[config.mk]
export PLATFORM = sky130hd
export DESIGN_NAME = lvds_multilane_tx
export DESIGN_NICKNAME = d
export VERILOG_FILES = /design/src/rtl/lvds_multilane_tx.sv
export SDC_FILE = /design/constraint.sdc
export NUM_CORES = 1
export LEC_CHECK = 0
export CELL_PAD_IN_SITES_DETAIL_PLACEMENT = 1
export CELL_PAD_IN_SITES_GLOBAL_PLACEMENT = 1
export CORE_MARGIN = 2
export CORE_UTILIZATION = 42
export DETAILED_ROUTE_END_ITERATION = 16
export PLACE_DENSITY_LB_ADDON = 0.1
export SYNTH_ARGS = -nofsm -noshare
export SYNTH_HDL_FRONTEND = slang
export SYNTH_SLANG_ARGS = --single-unit
[constraint.sdc]
create_clock -name clk -period 3.65 [get_ports clk]
set_clock_uncertainty 0.1 [all_clocks]
set_input_delay 0.365 -clock clk [delete_from_list [all_inputs] [get_ports clk]]
set_output_delay 0.365 -clock clk [all_outputs]
set_load 0.01 [all_outputs]
[src/rtl/lvds_multilane_tx.sv]
// N-lane serializing LVDS transmitter core with forwarded clock lane, 1-entry hold buffer and underflow tracking.
// Optional training mode (all lanes send the clock pattern) is enabled by defining LVDS_TX_TRAINING_EN.
module lvds_multilane_tx #(
  parameter int              LANES       = 4,
  parameter int              BITS        = 7,
  parameter logic [BITS-1:0] CLK_PATTERN = 7'b1100011,
  parameter logic [BITS-1:0] IDLE_WORD   = '0,
  parameter bit              MSB_FIRST   = 1'b1
) (
  input  logic                  clk,
  input  logic                  rst,
`ifdef LVDS_TX_TRAINING_EN
  input  logic                  train,
`endif
  input  logic [LANES*BITS-1:0] in_data,
  input  logic                  in_valid,
  output logic                  in_ready,
  output logic [LANES-1:0]      out_lanes,
  output logic                  out_clk,
  output logic                  frame_start,
  output logic                  underflow,
  output logic [15:0]           underflow_cnt
);

  localparam int              CW   = (BITS > 1) ? $clog2(BITS) : 1;
  localparam logic [CW-1:0]   LAST = CW'(BITS - 1);

  // Training words must come out bit-aligned with the clock lane, which is always MSB first.
  function automatic logic [BITS-1:0] f_reverse(input logic [BITS-1:0] w);
    logic [BITS-1:0] r;
    r = '0;
    for (int i = 0; i < BITS; i++) begin
      r[i] = w[BITS-1-i];
    end
    return r;
  endfunction

  localparam logic [BITS-1:0] TRAIN_WORD = MSB_FIRST ? CLK_PATTERN : f_reverse(CLK_PATTERN);

  typedef enum logic [1:0] {
    S_IDLE    = 2'd0,
    S_RUN     = 2'd1,
    S_STARVED = 2'd2
  } state_t;

  state_t                r_state;
  state_t                w_state_next;
  logic [CW-1:0]         r_bit_cnt;
  logic [BITS-1:0]       r_clk_sh;
  logic [BITS-1:0]       r_data_sh [LANES];
  logic [LANES*BITS-1:0] r_hold;
  logic                  r_hold_full;
  logic                  r_underflow;
  logic [15:0]           r_underflow_cnt;

  logic                  w_train;
  logic                  w_load_edge;
  logic                  w_accept;
  logic                  w_take_hold;
  logic                  w_underflow_set;

`ifdef LVDS_TX_TRAINING_EN
  assign w_train = train;
`else
  assign w_train = 1'b0;
`endif

  assign w_load_edge = (r_bit_cnt == LAST);
  assign in_ready    = !w_train && (!r_hold_full || w_load_edge);
  assign w_accept    = in_valid && in_ready;
  assign w_take_hold = w_load_edge && !w_train && r_hold_full;

  always_ff @(posedge clk or posedge rst) begin
    if (rst) begin
      r_bit_cnt <= '0;
    end else if (w_load_edge) begin
      r_bit_cnt <= '0;
    end else begin
      r_bit_cnt <= r_bit_cnt + 1'b1;
    end
  end

  always_ff @(posedge clk or posedge rst) begin
    if (rst) begin
      r_clk_sh <= CLK_PATTERN;
    end else if (w_load_edge) begin
      r_clk_sh <= CLK_PATTERN;
    end else begin
      r_clk_sh <= {r_clk_sh[BITS-2:0], 1'b0};
    end
  end

  assign out_clk     = r_clk_sh[BITS-1];
  assign frame_start = (r_bit_cnt == '0);

  generate
    for (genvar gi = 0; gi < LANES; gi++) begin : g_lane
      logic [BITS-1:0] w_load_word;

      always_comb begin
        w_load_word = IDLE_WORD;
        if (w_train) begin
          w_load_word = TRAIN_WORD;
        end else if (r_hold_full) begin
          w_load_word = r_hold[gi*BITS +: BITS];
        end
      end

      always_ff @(posedge clk or posedge rst) begin
        if (rst) begin
          r_data_sh[gi] <= IDLE_WORD;
        end else if (w_load_edge) begin
          r_data_sh[gi] <= w_load_word;
        end else if (MSB_FIRST) begin
          r_data_sh[gi] <= {r_data_sh[gi][BITS-2:0], 1'b0};
        end else begin
          r_data_sh[gi] <= {1'b0, r_data_sh[gi][BITS-1:1]};
        end
      end

      assign out_lanes[gi] = MSB_FIRST ? r_data_sh[gi][BITS-1] : r_data_sh[gi][0];
    end
  endgenerate

  // An accept while full only happens on the load edge, where the old word drains in the same cycle.
  always_ff @(posedge clk or posedge rst) begin
    if (rst) begin
      r_hold      <= '0;
      r_hold_full <= 1'b0;
    end else if (w_accept) begin
      r_hold      <= in_data;
      r_hold_full <= 1'b1;
    end else if (w_take_hold) begin
      r_hold_full <= 1'b0;
    end
  end

  always_ff @(posedge clk or posedge rst) begin
    if (rst) begin
      r_state <= S_IDLE;
    end else begin
      r_state <= w_state_next;
    end
  end

  always_comb begin
    w_state_next    = r_state;
    w_underflow_set = 1'b0;
    if (w_load_edge && !w_train) begin
      case (r_state)
        S_IDLE: begin
          if (r_hold_full) begin
            w_state_next = S_RUN;
          end
        end
        S_RUN: begin
          if (!r_hold_full) begin
            w_underflow_set = 1'b1;
            w_state_next    = S_STARVED;
          end
        end
        S_STARVED: begin
          if (r_hold_full) begin
            w_state_next = S_RUN;
          end else begin
            w_underflow_set = 1'b1;
          end
        end
        default: w_state_next = S_IDLE;
      endcase
    end
  end

  always_ff @(posedge clk or posedge rst) begin
    if (rst) begin
      r_underflow     <= 1'b0;
      r_underflow_cnt <= '0;
    end else begin
      r_underflow <= w_underflow_set;
      if (w_underflow_set && (r_underflow_cnt != 16'hFFFF)) begin
        r_underflow_cnt <= r_underflow_cnt + 16'd1;
      end
    end
  end

  assign underflow     = r_underflow;
  assign underflow_cnt = r_underflow_cnt;

endmodule

==> impl_metrics.yaml <==
floorplanning:
  core.rowCount: 33
  start_util_pct: 42.91
  die_x_um: 95.40
  fp.dieArea_um2: 9100
  core_area_um2: 8175
  io_pins: 55
  die_y_um: 95.40
clocking:
  ctsResizeCount: 0
  cts_sinks: 86
  cts_max_level: 3
  cts_tree: "built"
  root_buffer: "clkbuf_8"
  cts_buffers: 9
  post_cts.repair.setup_buffers: 0
  hold_buffers: 0
  path_clk_slew_ns: 0.08
  clk_path_buf_depth: 2
  clock_latency_ns: 0.35
timing:
  timing.hold.ws_ns: 0.3242
  tns_ns: 0
  period_share_pct: 72.50
  setup_violations: 0
  fin_crit_ns: 2.646
  worst_slew_pin_slew_ns: 1.064
  maxSlewViolCount: 0
  hold_violations: 0
  rsz0062_at_grt: "false"
  fmax_mhz: 377.9
  relSlewSlack_pct: 29.04
yosys:
  syn_nets: 332
  synth_edf_count: 0
  syn-cell-area_um2: 3508
  synthArstFlopShare_pct: 100.0
  synth_seq_cells: 86
  synth.distinct_cells: 39
  seq_area_frac_synth_pct: 61.48
  syn_area_per_cell_um2: 11.85
  synthFlopType: "dfrtp_1"
  syn_inst: 296
  yosys_warnings: 0
placement:
  port_buffers: 54
  gpl.final_weighted_congestion: 0.7291
  dpl_cell_area_um2: 4134
  dpl.hpwl_mm: 4.417
routing:
  viasPerCell: 5.050
  wirelength_mm: 7.001
  post_drt_wl_per_cell_um: 15.32
  drt_iter0_drc: 82
  num_vias: 2308
  antenna_left: 0
  drc_errors: 0
  drtPass1Iterations: 4
power:
  powerDensity_nw_per_um2: 435.6
  ir_drop_mv: 0.1852
  total_power_mw: 1.881
  leakage_nw: 2.010
global_route:
  grt_max_degree: 87
  grt_use_total_pct: 16.86
  grt_pass1_vias: 2486
  overflow: 0
  antenna_found_initial: 0
  grt_pass1_wl_mm: 11.75
worst_setup_path:
  cp_max_fo: 33
  critical_path_class: "reg -> out"
  cp.required_ns: 3.18
  startpoint_type: "flip-flop"
  crit_path_end_kind: "primary output"
  arrival_ns: 2.18
layout:
  synthToLayoutAreaGrowth_pct: 23.11
  final_core_util_pct: 52.83
  diodes: 0
  stdcell_area_um2: 4319
  drive_gt1_share_pct: 16.19
  final_nets: 383
status:
  outcome: "finished, final reports clean"
min_path:
  min_path_type: "in -> async"
job:
  cap_violations: 0
-- power breakdown --
group          internal, mW  switching (mW)
Combinational         0.102          0.0770
Sequential             1.04          0.0435
Clock                 0.269           0.346
-- worst paths after layout --
check | startpoint | endpoint | slack (ns) | depth (start not counted)
min | rst | r_bit_cnt[2] | 0.32 | 3
min reg2reg | r_clk_sh[2] | r_clk_sh[3] | 0.36 | 1
max | r_hold_full | in_ready | 1.00 | 2
max reg2reg | r_hold_full | underflow_cnt[13] | 1.18 | 4
min in group clk | r_clk_sh[2] | r_clk_sh[3] | 0.36 | 1
max in group asynchronous | rst | r_clk_sh[0] | 2.77 | 3
-- critical path, stage by stage (launching register included) --
cell,delay (ns)
dfrtp_1,1.05
nand2_1,0.23
clkdlybuf4s50_1,0.56
-- synthesized netlist by cell type, drive strengths merged (5+ instances only) --
library cell | n | area share [%]
clkbuf | 9 | 0.96
nand2 | 54 | 5.8
buf | 8 | 1.4
nand2b | 7 | 1.2
o21ai | 28 | 4.0
mux2 | 29 | 9.3
and3 | 6 | 1.1
dfrtp | 82 | 58
ha | 5 | 1.8
inv | 7 | 0.75
nor3 | 6 | 0.86
xor2 | 10 | 2.5
-- kinds of logic after synthesis --
| logic type | after synthesis | synth area share (%) |
|---|---|---|
| mux | 30 | 9.593 |
| flops | 86 | 61.48 |
| buf+inv | 24 | 3.103 |
| fa+ha+maj | 5 | 1.783 |
| simple gates | 103 | 15.30 |
| compound gates | 34 | 5.243 |
| xor+xnor | 14 | 3.495 |
-- through the flow --
stage | worst slack (ns) | std cells
after floorplan | 0.9698 | 296
after global placement | 1.208 | 441
after detailed placement | 1.149 | 441
after CTS | 0.9204 | 457
after global routing | 0.8049 | 457
final | 1.004 | 457
-- layer usage --
layer	track usage [%]	vias to the layer above	routed length, um
met4	6.071	0	91
met3	4.427	9	275
li1	-	1102	-
met1	22.69	1160	3425
met5	0	-	0
met2	26.47	37	3209
-- layout by cell type (no fill, tap or decap), drive strengths merged, types with 5 or more instances in the layout --
cell and count:
o21ai 28, dfrtp 82, xor2 10, and3 6, nand2b 7, clkinv 6
nor3 6, inv 6, clkdlybuf4s50 54, mux2 29, ha 5, nand2 54
clkbuf 10
-- state kept, by name (all words and copies together), names as in the netlist --
name and count:
r_hold 28, r_data_sh 24, underflow_cnt 16, r_clk_sh 7, out_lanes 4, r_bit_cnt 3, r_state 2, r_hold_full 1
underflow 1
-- layout make-up --
class	count	area [um^2]
multi-input combinational	186	1242
tap	105	131.4
clock buffer	10	137.6
inverter	7	27.53
sequential	86	2157
timing repair buffer	57	575.6
fill	881	3856
clock inverter	6	47.55
No activity file was read; power rests on OpenSTA's default activity.
